File: config.mk
export PLATFORM = sky130hd
export DESIGN_NAME = accum_alu
export DESIGN_NICKNAME = d
export VERILOG_FILES = /design/src/rtl/accum_alu_pkg.sv /design/src/rtl/accum_alu_core.sv /design/src/rtl/accum_alu.sv
export SDC_FILE = /design/constraint.sdc
export NUM_CORES = 1
export LEC_CHECK = 0
export CORE_ASPECT_RATIO = 1.1
export CORE_MARGIN = 1
export CORE_UTILIZATION = 40
export DETAILED_ROUTE_END_ITERATION = 16
export DONT_BUFFER_PORTS = 1
export GPL_ROUTABILITY_DRIVEN = 1
export SLEW_MARGIN = 5
export SYNTH_ARGS = -nofsm -noshare
export SYNTH_HDL_FRONTEND = slang
export SYNTH_HIERARCHICAL = 1
export SYNTH_SLANG_ARGS = --single-unit
File: constraint.sdc
create_clock -name clk -period 7.95 [get_ports clk]
set_clock_uncertainty 0.2 [all_clocks]
set_input_delay 2.385 -clock clk [delete_from_list [all_inputs] [get_ports clk]]
set_output_delay 2.385 -clock clk [all_outputs]
set_load 0.01 [all_outputs]
File: src/rtl/accum_alu_pkg.sv
// Shared definitions for the accumulating ALU: operation select encoding.
package accum_alu_pkg;

    typedef enum logic [1:0] {
        MODE_ADD  = 2'd0,
        MODE_SUB  = 2'd1,
        MODE_ACC  = 2'd2,
        MODE_LOAD = 2'd3
    } mode_t;

endpackage

File: src/rtl/accum_alu_core.sv
// Combinational datapath of the accumulating ALU: sum, difference, accumulate and flag.
// Clamping instead of wrap-around is selected by defining ACCUM_ALU_SATURATE_EN.
module accum_alu_core
    import accum_alu_pkg::*;
#(
    parameter int WIDTH = 8,
    parameter int ACC_W = 16
) (
    input  logic [WIDTH-1:0] op_a,
    input  logic [WIDTH-1:0] op_b,
    input  logic [1:0]       mode,
    input  logic [ACC_W-1:0] acc,
    output logic [ACC_W-1:0] value,
    output logic             flag
);

    logic [ACC_W-1:0] a_ext;
    logic [ACC_W-1:0] b_ext;
    logic [ACC_W-1:0] sum;
    logic [ACC_W-1:0] diff;
    logic             borrow;
    logic [ACC_W:0]   acc_sum;
    logic [ACC_W-1:0] sub_value;
    logic [ACC_W-1:0] acc_value;

    assign a_ext   = {{(ACC_W-WIDTH){1'b0}}, op_a};
    assign b_ext   = {{(ACC_W-WIDTH){1'b0}}, op_b};
    // ACC_W > WIDTH, so the operand sum can never overflow the result width.
    assign sum     = a_ext + b_ext;
    assign diff    = a_ext - b_ext;
    assign borrow  = (op_a < op_b);
    assign acc_sum = {1'b0, acc} + {1'b0, sum};

`ifdef ACCUM_ALU_SATURATE_EN
    assign sub_value = borrow ? '0 : diff;
    assign acc_value = acc_sum[ACC_W] ? {ACC_W{1'b1}} : acc_sum[ACC_W-1:0];
`else
    assign sub_value = diff;
    assign acc_value = acc_sum[ACC_W-1:0];
`endif

    always_comb begin
        value = sum;
        flag  = 1'b0;
        case (mode_t'(mode))
            MODE_ADD:  begin value = sum;       flag = 1'b0;           end
            MODE_SUB:  begin value = sub_value; flag = borrow;         end
            MODE_ACC:  begin value = acc_value; flag = acc_sum[ACC_W]; end
            MODE_LOAD: begin value = sum;       flag = 1'b0;           end
            default:   begin value = sum;       flag = 1'b0;           end
        endcase
    end

endmodule

File: src/rtl/accum_alu.sv
// Accumulating ALU with valid/ready handshake and a single-entry output register.
// Define ACCUM_ALU_SATURATE_EN to clamp SUB/ACC results instead of wrapping.
module accum_alu
    import accum_alu_pkg::*;
#(
    parameter int WIDTH = 8,
    parameter int ACC_W = 16
) (
    input  logic             clk,
    input  logic             rst_n,
    input  logic             in_valid,
    output logic             in_ready,
    input  logic [WIDTH-1:0] op_a,
    input  logic [WIDTH-1:0] op_b,
    input  logic [1:0]       mode,
    output logic             out_valid,
    input  logic             out_ready,
    output logic [ACC_W-1:0] result,
    output logic             carry
);

    logic [ACC_W-1:0] acc_reg;
    logic [ACC_W-1:0] result_reg;
    logic             carry_reg;
    logic             out_valid_reg;
    logic [ACC_W-1:0] core_value;
    logic             core_flag;
    logic             accept;
    logic             acc_write;

    accum_alu_core #(
        .WIDTH (WIDTH),
        .ACC_W (ACC_W)
    ) u_core (
        .op_a  (op_a),
        .op_b  (op_b),
        .mode  (mode),
        .acc   (acc_reg),
        .value (core_value),
        .flag  (core_flag)
    );

    // The output register is free if empty or being drained this cycle.
    assign in_ready  = !out_valid_reg || out_ready;
    assign accept    = in_valid && in_ready;
    // ACC and LOAD both leave the new accumulator value on the core output.
    assign acc_write = (mode_t'(mode) == MODE_ACC) || (mode_t'(mode) == MODE_LOAD);

    always_ff @(posedge clk) begin
        if (!rst_n) begin
            acc_reg       <= '0;
            result_reg    <= '0;
            carry_reg     <= 1'b0;
            out_valid_reg <= 1'b0;
        end else begin
            if (accept) begin
                result_reg    <= core_value;
                carry_reg     <= core_flag;
                out_valid_reg <= 1'b1;
                if (acc_write) begin
                    acc_reg <= core_value;
                end
            end else if (out_ready) begin
                out_valid_reg <= 1'b0;
            end
        end
    end

    assign out_valid = out_valid_reg;
    assign result    = result_reg;
    assign carry     = carry_reg;

endmodule
# Word level (Yosys, flattened, before mapping)
# Index checks and enable logic that the tools add are counted.
[classes] reduce_logical=8 n_addsub=3 n_eq_ne=3 n_lt_le_gt_ge=1 muxes=4
[ops] op="$pmux W16 S3" n=1
[ops] op="$add A16 B16 Y17" n=1
[ops] op="$add A8 B8 Y9" n=1
[ops] op="$sub A8 B8 Y9" n=1
[ops] op="$lt A8 B8 Y1" n=1
[ops] op="$eq A2 B2 Y1 const B" n=2
[ops] op="$pmux W1 S3" n=1
[ops] op="$eq A2 B1 Y1 const B" n=1
[ops] op="$logic_not A2 Y1" n=1
[ops] op="$logic_or A1 B1 Y1" n=2
[ops] op="$mux W1" n=2
[ops] op="$reduce_and A2 Y1" n=1
[ops] op="$reduce_bool A2 Y1" n=1
[ops] op="$reduce_or A2 Y1" n=1
[ops] op="$logic_and A1 B1 Y1" n=1
[ops] op="$logic_not A1 Y1" n=1
[word_totals] ff_bits=34 output_inout_bits=19 input_bits=22 word_cells=23

# Longest topological paths before layout
# Gate-level depths: netlist of run 1.
[depth] depth_word=4 ltp_mapped=17 mapped_depth_nobuf=17

# Hierarchy
# Netlist of run 1, hierarchy kept.
[modules_own_cells] module="accum_alu_core" area_each_um2=1480.2 seq_area_each_um2=0.0 instances=1 cells_each=194
[modules_own_cells] module="accum_alu" area_each_um2=1296.2 seq_area_each_um2=680.7 instances=1 cells_each=131

# Least setup slack after synthesis of run 1
# OpenSTA, ideal clock, no wires.
[synth_timing] path_type="input to register" start="input op_a[0]" end="register acc_reg[11]" required_time_ns=7.678 setup_time_ns=0.072 path_slack_ns=2.606 path_stages=16 n_path_buf=0 t_arrival_ns=5.072 cell_sequence="ha_1 > inv_1 > fa_1 > o21bai_2 > a21oi_1 > o31ai_2 > xnor2_1 > ha_1 > a21oi_1 > o21ai_0 > a41oi_2 > nor2_1 > xnor2_1 > o21ai_1 > nand2_1 > mux2i_1"
[synth_between] elab_chain_len=3 elab_cells_between_ends=4 classes_between="add/sub: 3; mux: 1"
[synth_rtl] item="from (decl)" line_no="accum_alu.sv:13" rtl="input logic [WIDTH-1:0] op_a,"
[synth_rtl] item="$add A8 B8 Y9" line_no="accum_alu_core.sv:29" rtl="assign sum = a_ext + b_ext;"
[synth_rtl] item="$add A16 B16 Y17" line_no="accum_alu_core.sv:32" rtl="assign acc_sum = {1'b0, acc} + {1'b0, sum};"
[synth_rtl] item="$pmux W16 S3 (*)" line_no="accum_alu_core.sv:45" rtl="case (mode_t'(mode))"
[synth_rtl] item="net core_value[11]" line_no="accum_alu.sv:26" rtl="logic [ACC_W-1:0] core_value;"
[synth_rtl] item="to (signal assigned)" line_no="accum_alu.sv:61" rtl="acc_reg <= core_value;"
[synth_rtl] item="to (decl)" line_no="accum_alu.sv:22" rtl="logic [ACC_W-1:0] acc_reg;"
# The timed path passes the listed nets; every way through them passes the cells marked *.
# A chain may end at the register's enable or synchronous reset.

# Final worst setup path of run 1
[layout_timing] start="input op_a[0]" end="register acc_reg[13]"
# Same word-level chain as after synthesis.

==> flow_summary.rst, run 1 <==
.. list-table::
   :header-rows: 1

   * - Metric
     - Value
   * - Synth warn
     - 6
   * - # diodes
     - 0
   * - Initial Utilization
     - 0.4186
   * - Routability cong.
     - 0.8150
   * - Fraction of the mapped netlist area in adder cells
     - 0.1478
   * - H-tree Lvls
     - 2
   * - Number of distinct library cells after synthesis
     - 59
   * - Largest driver fanout on the critical path
     - 4
   * - Area fraction in compound gates after synthesis
     - 0.1929
   * - Number of global-route vias before repair
     - 1,997
   * - Clock buffer depth
     - 2
   * - Synth Area in XOR/XNOR
     - 0.07526
   * - Final clock period utilization by the worst path
     - 0.6715
   * - Slew headroom
     - 0.6310
   * - Syn avg cell area
     - 8.543 um^2
   * - Post_cts resized
     - 0
   * - Height of the die
     - 89.38 um
   * - Cell row count
     - 31
   * - Count of nets after finishing
     - 373
   * - Clock sink count
     - 34
   * - Net Sw Frac
     - 0.3263
   * - Multiplexer fraction of the synthesized cell area
     - 0.1190
   * - Kind of critical path
     - primary input to flip-flop
   * - Inserted Clock Buffers
     - 5
   * - Final worst path period need
     - 5.338 ns
   * - Signed area change from the synthesized netlist to the final layout
     - 3.966%
   * - Power spent charging and discharging nets
     - 154.6 uW
   * - Fill cells
     - 685
   * - Hpwl dp
     - 4.305 mm
   * - Number of setup violations in the final report
     - 0
   * - Startpoint type of the worst setup path
     - primary input
   * - Antenna violations before repair
     - 0
   * - Drt first-iter violations
     - 78
   * - Clk pin slew, worst setup/hold paths
     - 0.06 ns
   * - Fraction of final layout cells sized beyond drive strength 1
     - 0.09091
   * - Area share of the largest cell type after synthesis
     - 0.2452
   * - Remaining routing DRC violations
     - 0
   * - Pint
     - 319.1 uW
   * - Post-Route Setup TNS
     - 0 ns
   * - Via count
     - 2,086
   * - Worst vdd rail ir drop
     - 0.1257 mV
   * - Remaining global-route overflow
     - 0
   * - Router iterations before antenna repair
     - 4
   * - Commonest register cell after synthesis
     - sky130_fd_sc_hd__dfxtp_1
   * - Final Routed Wirelength
     - 5.447 mm
   * - Count of boundary I/O pins
     - 41
   * - Number of routed nets with antenna violations
     - 0
   * - CP arrival
     - 5.35 ns
   * - Critical Path Sink Type
     - flip-flop
   * - Synthesized Nets
     - 378
   * - Share of async-settable or async-resettable flops after synthesis
     - 0
   * - All-layer global routing usage
     - 0.1636
   * - Vias per Instance
     - 5.202
   * - Worst hold path type
     - flip-flop to flip-flop
   * - Count of cells along the worst hold path
     - 2
   * - Combinational Power Share
     - 0.335
   * - Post-CTS Setup Repair Bufs
     - 0
   * - Share of power burned in the clock network
     - 0.257
   * - Number of enable flip-flop cells after synthesis
     - 0
   * - Synth Register Bits
     - 34
   * - Fraction of power consumed by sequential logic
     - 0.408
   * - CTS tree
     - yes
   * - Worst slack at placement
     - 2.317 ns
   * - Outcome
     - finished clean
   * - Count of mapped cells out of synthesis
     - 325
   * - Average wire length per cell after detail routing
     - 13.58 um
   * - Post-Synth Simple-Gate Area
     - 0.1577
   * - Area contributors post-synth
     - sky130_fd_sc_hd__dfxtp_1 25%, sky130_fd_sc_hd__ha_1 13%, sky130_fd_sc_hd__mux2i_1 12%
   * - Largest net degree at the start of global routing
     - 52
   * - Clk root buf
     - sky130_fd_sc_hd__clkbuf_8
   * - Post-layout worst setup margin
     - 2.612 ns
   * - Share of synthesized area occupied by flip-flops and latches
     - 0.2452
   * - Area of the die
     - 7279 um^2
   * - Clock insertion delay at the later pin of the skew report
     - 0.28 ns
   * - LEAKAGE
     - 1.248 nW
   * - Power per cell area
     - 164.1 nW/um^2
   * - Max Cap Viol
     - 0
   * - Final Util
     - 0.4352
   * - Cell depth of the worst flop-to-flop path
     - 11
   * - Cts-stage hold buffer count
     - 0
   * - I/O Buffers
     - 0
   * - Final number of hold-violating endpoints
     - 0
   * - Required @ worst endpoint
     - 7.96 ns
   * - Post-synthesis instance area
     - 2776 um^2
   * - Post-synth top area cell
     - sky130_fd_sc_hd__dfxtp_1
   * - Wire length of the first global-routing pass
     - 9.232 mm
   * - Final number of max-transition violations
     - 0
   * - Max Freq
     - 187.3 MHz
   * - Die outline width
     - 81.44 um
   * - Floorplan core area
     - 6633 um^2
   * - Slew at the pin closest to its max-slew limit
     - 0.5524 ns
   * - Setup repair after global routing missed its margin
     - false
   * - Main combinational cell family by area after synthesis
     - compound AO/OA/AOI/OAI gates
## final cells by class
cell class,count,area (um^2),share of cell area
sequential,34,680.7,0.2358
clock buffer,6,82.58,0.02861
tap,82,102.6,0.03554
multi-input combinational,253,1923,0.6662
inverter,26,97.59,0.03381
## path summary, 6_finish.rpt
kind / start / endpoint / slack (ns)
worst max register to register: acc_reg[0] / acc_reg[12] / 5.37
worst min register to register: acc_reg[0] / acc_reg[0] / 0.27
worst min-delay path: acc_reg[0] / acc_reg[0] / 0.27
worst max-delay path: op_a[0] / acc_reg[13] / 2.61
## critical path: stages
cell and delay (ns):
sky130_fd_sc_hd__ha_1 0.14, sky130_fd_sc_hd__inv_1 0.05, sky130_fd_sc_hd__fa_1 0.44, sky130_fd_sc_hd__o21bai_2 0.16
sky130_fd_sc_hd__a21oi_1 0.11, sky130_fd_sc_hd__o31ai_2 0.24, sky130_fd_sc_hd__xnor2_1 0.21, sky130_fd_sc_hd__ha_1 0.31
sky130_fd_sc_hd__a21oi_1 0.22, sky130_fd_sc_hd__o21ai_0 0.17, sky130_fd_sc_hd__a41oi_2 0.35, sky130_fd_sc_hd__nor2_1 0.10
sky130_fd_sc_hd__xnor2_1 0.13, sky130_fd_sc_hd__o21ai_1 0.12, sky130_fd_sc_hd__nand2_1 0.08, sky130_fd_sc_hd__mux2i_1 0.13
## synthesized netlist by cell type, types with 2 or more instances
cell type / number
sky130_fd_sc_hd__a211oi_2: 2
sky130_fd_sc_hd__a21o_1: 3
sky130_fd_sc_hd__a21oi_1: 10
sky130_fd_sc_hd__a21oi_2: 2
sky130_fd_sc_hd__a221oi_1: 3
sky130_fd_sc_hd__a2bb2oi_1: 2
sky130_fd_sc_hd__and2_1: 3
sky130_fd_sc_hd__and3_1: 2
sky130_fd_sc_hd__buf_2: 3
sky130_fd_sc_hd__buf_6: 3
sky130_fd_sc_hd__clkbuf_1: 5
sky130_fd_sc_hd__dfxtp_1: 34
sky130_fd_sc_hd__fa_1: 3
sky130_fd_sc_hd__ha_1: 28
sky130_fd_sc_hd__inv_1: 25
sky130_fd_sc_hd__mux2i_1: 33
sky130_fd_sc_hd__nand2_1: 60
sky130_fd_sc_hd__nand2b_1: 2
sky130_fd_sc_hd__nor2_1: 16
sky130_fd_sc_hd__nor2b_1: 4
sky130_fd_sc_hd__o21a_1: 2
sky130_fd_sc_hd__o21ai_0: 10
sky130_fd_sc_hd__o21ai_1: 9
sky130_fd_sc_hd__o21bai_1: 2
sky130_fd_sc_hd__o21bai_2: 2
sky130_fd_sc_hd__o221a_2: 2
sky130_fd_sc_hd__o31ai_2: 2
sky130_fd_sc_hd__or3_1: 2
sky130_fd_sc_hd__xnor2_1: 14
sky130_fd_sc_hd__xor2_1: 8
## placed cells by master, fill, tap and decap left out, types with 9 or more instances in the layout
master                    count
sky130_fd_sc_hd__o21ai_0     10
sky130_fd_sc_hd__dfxtp_1     34
sky130_fd_sc_hd__mux2i_1     33
sky130_fd_sc_hd__o21ai_1      9
sky130_fd_sc_hd__nand2_1     60
sky130_fd_sc_hd__nor2_1      16
sky130_fd_sc_hd__inv_1       25
sky130_fd_sc_hd__ha_1        28
sky130_fd_sc_hd__a21oi_1     10
sky130_fd_sc_hd__xnor2_1     14
## logic make-up after synthesis
kind of cell               after synthesis
AOI/OAI and AO/OA                       68
xor gates and xnor gates                23
adders and majority gates               31
buffers and inverters                   38
DFF                                     34
muxes                                   33
and+or+nand+nor                         98
## routing by layer
metal / part of all wire / global-route usage
met5: 0 / 0
met4: 0.014 / 0.04870
met3: 0.039 / 0.02143
met2: 0.43 / 0.2674
met1: 0.52 / 0.2221
## metrics by stage
stage / hold WS, ns / instance area [um^2] / total power [mW] / instances
3_5_place_dp: 0.2552 / 2804 / 0.3552 / 395
6_report: 0.2655 / 2887 / 0.4736 / 401
5_1_grt: 0.2819 / 2887 / 0.5082 / 401
2_1_floorplan: 0.2391 / 2776 / 0.3323 / 325
4_1_cts: 0.2688 / 2887 / 0.4781 / 401
3_3_place_gp: 0.2488 / 2804 / 0.3537 / 395
## power groups by stage
stage,logic (mW),registers (mW),clock network (mW)
final,0.159,0.193,0.122
after global routing,0.179,0.195,0.134
after CTS,0.159,0.194,0.126
after detailed placement,0.158,0.197,0
after global placement,0.157,0.197,0
after floorplan,0.137,0.195,0
Power figures use the tool's default switching activity.
==> run 2: changes to the inputs <==
==> constraint.sdc (replaced) <==
create_clock -name clk -period 5.3 [get_ports clk]
set_clock_uncertainty 0.2 [all_clocks]
set_input_delay 1.59 -clock clk [delete_from_list [all_inputs] [get_ports clk]]
set_output_delay 1.59 -clock clk [all_outputs]
set_load 0.01 [all_outputs]
==> run 2 against run 1 <==
Non-clock buffer count is the same. Register-to-register slack worse by 2.7 ns. Cell area grew 0.30%. Utilization is 0.13 points higher. First-iteration DRC count increased by 21%. Wire length up 1.2%. Critical path depth unchanged. Worst hold slack better by 0.0015 ns. Clock power grew 61%. Sequential share of layout area decreased by 0.071 points. Critical endpoint is now acc_reg[15]. Largest cell class unchanged.
==> flow_summary.rst, run 2 (same netlist as run 1, synthesis figures left out) <==
.. list-table::
   :header-rows: 1

   * - Metric
     - Value
   * - Final worst path period need
     - 4.539 ns
   * - Combinational Power Share
     - 0.328
   * - Post-Route Setup TNS
     - 0 ns
   * - Fraction of final layout cells sized beyond drive strength 1
     - 0.09346
   * - Number of standard cells in the layout, taps in and fillers out
     - 403
   * - Commonest non-fill, non-tap cell in the layout
     - sky130_fd_sc_hd__nand2_1
   * - Final number of max-transition violations
     - 0
   * - Number of global-route vias before repair
     - 2,002
   * - Hpwl dp
     - 4.306 mm
   * - Router iterations before antenna repair
     - 4
   * - Power per cell area
     - 249.5 nW/um^2
   * - Die outline width
     - 81.44 um
   * - LEAKAGE
     - 1.253 nW
   * - Worst hold path type
     - flip-flop to flip-flop
   * - I/O Buffers
     - 0
   * - Remaining global-route overflow
     - 0
   * - Critical Path Sink Type
     - flip-flop
   * - # diodes
     - 0
   * - Clock buffer depth
     - 2
   * - Floorplan core area
     - 6633 um^2
   * - Number of setup violations in the final report
     - 0
   * - Startpoint type of the worst setup path
     - primary input
   * - Max Freq
     - 220.3 MHz
   * - Net Sw Frac
     - 0.3311
   * - Inserted Clock Buffers
     - 5
   * - Average wire length per cell after detail routing
     - 13.68 um
   * - Slew at the pin closest to its max-slew limit
     - 0.5797 ns
   * - Final clock period utilization by the worst path
     - 0.8565
   * - Antenna violations before repair
     - 0
   * - Outcome
     - finished clean
   * - Most used cells in the layout excluding fill and tap cells
     - 60 x sky130_fd_sc_hd__nand2_1, 34 x sky130_fd_sc_hd__dfxtp_1, 33 x sky130_fd_sc_hd__mux2i_1
   * - Via count
     - 2,099
   * - Pint
     - 483.3 uW
   * - Largest net degree at the start of global routing
     - 52
   * - Share of power burned in the clock network
     - 0.271
   * - Vias per Instance
     - 5.208
   * - Initial Utilization
     - 0.4186
   * - Area of the die
     - 7279 um^2
   * - Post_cts resized
     - 0
   * - H-tree Lvls
     - 2
   * - Post-CTS Setup Repair Bufs
     - 0
   * - Remaining routing DRC violations
     - 0
   * - Power spent charging and discharging nets
     - 239.2 uW
   * - Clock sink count
     - 34
   * - Slew headroom
     - 0.6127
   * - All-layer global routing usage
     - 0.1662
   * - Drt first-iter violations
     - 94
   * - CTS tree
     - yes
   * - Clock insertion delay at the later pin of the skew report
     - 0.28 ns
   * - Setup repair after global routing missed its margin
     - false
   * - Wire length of the first global-routing pass
     - 9.328 mm
   * - Max Cap Viol
     - 0
   * - Height of the die
     - 89.38 um
   * - Kind of critical path
     - primary input to flip-flop
   * - Clk pin slew, worst setup/hold paths
     - 0.07 ns
   * - Clk root buf
     - sky130_fd_sc_hd__clkbuf_8
   * - Count of boundary I/O pins
     - 41
   * - Number of routed nets with antenna violations
     - 0
   * - Worst vdd rail ir drop
     - 0.1903 mV
   * - Signed area change from the synthesized netlist to the final layout
     - 4.281%
   * - Routability cong.
     - 0.8148
   * - Cell row count
     - 31
   * - Cells after DPL
     - 395
   * - Required @ worst endpoint
     - 5.31 ns
   * - CP arrival
     - 4.55 ns
   * - Final Routed Wirelength
     - 5.514 mm
   * - Final number of hold-violating endpoints
     - 0
   * - Count of nets after finishing
     - 373
   * - Largest driver fanout on the critical path
     - 4
   * - Cts-stage hold buffer count
     - 0
   * - Fraction of power consumed by sequential logic
     - 0.401
run 2: per-layer routing:
metal,share of wire,track usage,vias up
li1,-,-,1102
met1,0.52,0.2236,955
met2,0.43,0.2652,36
met3,0.041,0.02551,6
met4,0.015,0.06331,0
met5,0,0,-
run 2: worst paths after layout:
kind / start / end / slack (ns) / depth (start not counted)
setup / recovery: op_a[0] / acc_reg[15] / 0.76 / 16
hold / removal: acc_reg[0] / acc_reg[0] / 0.27 / 2
setup reg to reg: acc_reg[0] / acc_reg[12] / 2.70 / 11
hold reg to reg: acc_reg[0] / acc_reg[0] / 0.27 / 2
run 2: power groups by stage:
stage          logic [mW]  clock network, mW  registers, mW
4_1_cts             0.238              0.200          0.290
6_report            0.237              0.196          0.290
3_3_place_gp        0.235                  0          0.296
3_5_place_dp        0.237                  0          0.296
2_1_floorplan       0.206                  0          0.293
5_1_grt             0.267              0.212          0.293
run 2: critical path: stages:
cell and delay, ns:
sky130_fd_sc_hd__ha_1 0.14, sky130_fd_sc_hd__inv_1 0.05, sky130_fd_sc_hd__fa_1 0.44, sky130_fd_sc_hd__o21bai_2 0.16, sky130_fd_sc_hd__a21oi_1 0.11, sky130_fd_sc_hd__o31ai_2 0.24, sky130_fd_sc_hd__xnor2_1 0.21, sky130_fd_sc_hd__ha_1 0.31
sky130_fd_sc_hd__a21oi_1 0.22, sky130_fd_sc_hd__o21ai_0 0.17, sky130_fd_sc_hd__a41oi_2 0.35, sky130_fd_sc_hd__nor2_1 0.10, sky130_fd_sc_hd__xnor2_1 0.13, sky130_fd_sc_hd__o21ai_1 0.12, sky130_fd_sc_hd__nand2_1 0.08, sky130_fd_sc_hd__mux2i_1 0.12
run 2: area by class of cell:
| cell class | count | area (um^2) |
|---|---|---|
| fillers | 681 | 3737 |
| well taps | 82 | 102.6 |
| flip-flops and latches | 34 | 680.7 |
| inverters | 26 | 97.59 |
| clock buffers | 7 | 86.33 |
| clock inverters | 1 | 5.005 |
| multi-input cells | 253 | 1923 |
run 2: metrics by stage:
step	cell area, um^2	hold WS (ns)	setup slack [ns]	power, mW	utilization
final	2895	0.2669	0.7606	0.7225	0.4365
after global routing	2895	0.2807	0.4084	0.7715	0.4365
after CTS	2895	0.2726	0.7520	0.7283	0.4365
after detailed placement	2804	0.2594	0.4679	0.5323	0.4228
after global placement	2804	0.2488	0.5191	0.5306	0.4228
after floorplan	2776	0.2391	0.7513	0.4985	-
==> run 3: changes to the inputs <==
--- a/config.mk
+++ b/config.mk
@@ -6,8 +6,8 @@
 export NUM_CORES = 1
 export LEC_CHECK = 0
 export CORE_ASPECT_RATIO = 1.1
-export CORE_MARGIN = 1
 export CORE_UTILIZATION = 40
+export CTS_CLUSTER_SIZE = 30
 export DETAILED_ROUTE_END_ITERATION = 16
 export DONT_BUFFER_PORTS = 1
 export GPL_ROUTABILITY_DRIVEN = 1
==> constraint.sdc (replaced) <==
create_clock -name clk -period 5.3 [get_ports clk]
set_clock_uncertainty 0.2 [all_clocks]
set_input_delay 0.795 -clock clk [delete_from_list [all_inputs] [get_ports clk]]
set_output_delay 0.795 -clock clk [all_outputs]
set_load 0.01 [all_outputs]
==> run 3 against run 2 <==
Utilization decreased by 0.13 points. Clock power is 7% lower. Sequential cell count is the same. Sequential share of layout area rose by 0.071 points. Highest routed layer unchanged. Cell count decreased by 0.50%. Register-to-register slack improved by 0.04 ns. Combinational power barely moved. Critical path type unchanged. Via count down 0.76%. Global-route usage decreased by 0.31 points. Largest power group unchanged.
==> flow_summary.rst, run 3 (same netlist as run 1, synthesis figures left out) <==
.. list-table::
   :header-rows: 1

   * - Metric
     - Value
   * - Outcome
     - finished clean
   * - Count of nets after finishing
     - 373
   * - List of cells traversed by the critical path
     - ha_1 -> inv_1 -> fa_1 -> o21bai_2 -> a21oi_1 -> o31ai_2 -> xnor2_1 -> ha_1 -> a21oi_1 -> o21ai_0 -> a41oi_2 -> nor2_1 -> xnor2_1 -> o21ai_1 -> nand2_1 -> mux2i_1
   * - Longest individual stage delay on the worst path
     - 0.43 ns
   * - Startpoint type of the worst setup path
     - primary input
   * - Cell row count
     - 31
   * - I/O Buffers
     - 0
   * - Overall Power
     - 709.0 uW
   * - Initial Utilization
     - 0.4186
   * - Cts-stage hold buffer count
     - 0
   * - Worst vdd rail ir drop
     - 0.1831 mV
   * - Clk pin slew, worst setup/hold paths
     - 0.06 ns
   * - CP arrival
     - 3.73 ns
   * - Final number of hold-violating endpoints
     - 0
   * - Height of the die
     - 89.38 um
   * - Remaining global-route overflow
     - 0
   * - Critical Path Sink Type
     - flip-flop
   * - Max Freq
     - 268.4 MHz
   * - Fraction of final layout cells sized beyond drive strength 1
     - 0.09091
   * - CTS tree
     - yes
   * - LEAKAGE
     - 1.248 nW
   * - Die outline width
     - 81.44 um
   * - Floorplan core area
     - 6633 um^2
   * - Remaining routing DRC violations
     - 0
   * - Drt first-iter violations
     - 60
   * - Number of global-route vias before repair
     - 2,003
   * - Clock insertion delay at the later pin of the skew report
     - 0.28 ns
   * - Count of boundary I/O pins
     - 41
   * - # diodes
     - 0
   * - Max Cap Viol
     - 0
   * - Clock buffer depth
     - 2
   * - Post_cts resized
     - 0
   * - Slowest library cell on the worst path
     - sky130_fd_sc_hd__fa_1
   * - Worst hold path type
     - flip-flop to flip-flop
   * - Vias per Instance
     - 5.195
   * - Wire length of the first global-routing pass
     - 9.183 mm
   * - FF+latch area
     - 680.7 um^2
   * - Largest driver fanout on the critical path
     - 4
   * - Hpwl dp
     - 4.298 mm
   * - Kind of critical path
     - primary input to flip-flop
   * - Post-Route Setup TNS
     - 0 ns
   * - Router iterations before antenna repair
     - 4
   * - Final clock period utilization by the worst path
     - 0.7029
   * - Final Routed Wirelength
     - 5.435 mm
   * - Final worst path period need
     - 3.725 ns
   * - Required @ worst endpoint
     - 5.30 ns
   * - Commonest non-fill, non-tap cell in the layout
     - sky130_fd_sc_hd__nand2_1
   * - Number of routed nets with antenna violations
     - 0
   * - Antenna violations before repair
     - 0
   * - Clk root buf
     - sky130_fd_sc_hd__clkbuf_8
   * - Power per cell area
     - 245.6 nW/um^2
   * - Clock sink count
     - 34
   * - Routability cong.
     - 0.8151
   * - Most used cells in the layout excluding fill and tap cells
     - 60 x sky130_fd_sc_hd__nand2_1, 34 x sky130_fd_sc_hd__dfxtp_1, 33 x sky130_fd_sc_hd__mux2i_1
   * - Slew headroom
     - 0.6257
   * - Via count
     - 2,083
   * - All-layer global routing usage
     - 0.1632
   * - H-tree Lvls
     - 2
   * - Number of setup violations in the final report
     - 0
   * - Average wire length per cell after detail routing
     - 13.55 um
   * - Signed area change from the synthesized netlist to the final layout
     - 3.966%
   * - Area of combinational cells with multiple inputs
     - 1923 um^2
   * - Largest net degree at the start of global routing
     - 52
   * - Fill cells
     - 676
   * - Slew at the pin closest to its max-slew limit
     - 0.5604 ns
   * - Final number of max-transition violations
     - 0
   * - Post-CTS Setup Repair Bufs
     - 0
   * - Inserted Clock Buffers
     - 5
   * - Setup repair after global routing missed its margin
     - false
   * - Area of the die
     - 7279 um^2
## run 3: area by class of cell
type / instances / area share
Tap cell: 82 / 0.03554
Clock buffer: 6 / 0.02861
Sequential cell: 34 / 0.2358
Multi-Input combinational cell: 253 / 0.6662
Inverter: 26 / 0.03381
## run 3: worst max-delay path: cells and delay by family
family | cells | cell delay, ns
buf+inv | 1 | 0.05
simple gates | 2 | 0.18
mux | 1 | 0.12
compound gates | 7 | 1.34
fa+ha+maj | 3 | 0.88
xor+xnor | 2 | 0.34
## run 3: final timing paths
check,depth (start not counted),slack (ns),endpoint,start
worst max-delay path,16,1.57,result[11],op_a[0]
worst min-delay path,2,0.26,acc_reg[3],acc_reg[3]
worst max register to register,11,2.74,acc_reg[14],acc_reg[0]
worst min register to register,2,0.26,acc_reg[3],acc_reg[3]
## run 3: power by group
part | leakage [nW] | internal [mW] | switching, mW | total [mW]
sequential | 0.277 | 0.273 | 0.0168 | 0.290
combinational | 0.927 | 0.105 | 0.131 | 0.237
clock | 0.0431 | 0.100 | 0.0824 | 0.182
## run 3: layer usage
metal | GRT usage | up-vias | share of wire
met5 | 0 | - | 0
met1 | 0.2154 | 938 | 0.50
met3 | 0.02449 | 6 | 0.044
li1 | - | 1097 | -
met2 | 0.2720 | 42 | 0.45
met4 | 0.04870 | 0 | 0.013
## run 3: metrics by stage
stage / hold WS, ns / setup slack, ns / instance area (um^2) / instances / util
5_1_grt: 0.2819 / 1.220 / 2887 / 401 / 0.4352
2_1_floorplan: 0.2391 / 1.546 / 2776 / 325 / -
4_1_cts: 0.2666 / 1.553 / 2887 / 401 / 0.4352
3_3_place_gp: 0.2488 / 1.309 / 2804 / 395 / 0.4228
6_report: 0.2646 / 1.575 / 2887 / 401 / 0.4352
3_5_place_dp: 0.2540 / 1.259 / 2804 / 395 / 0.4228
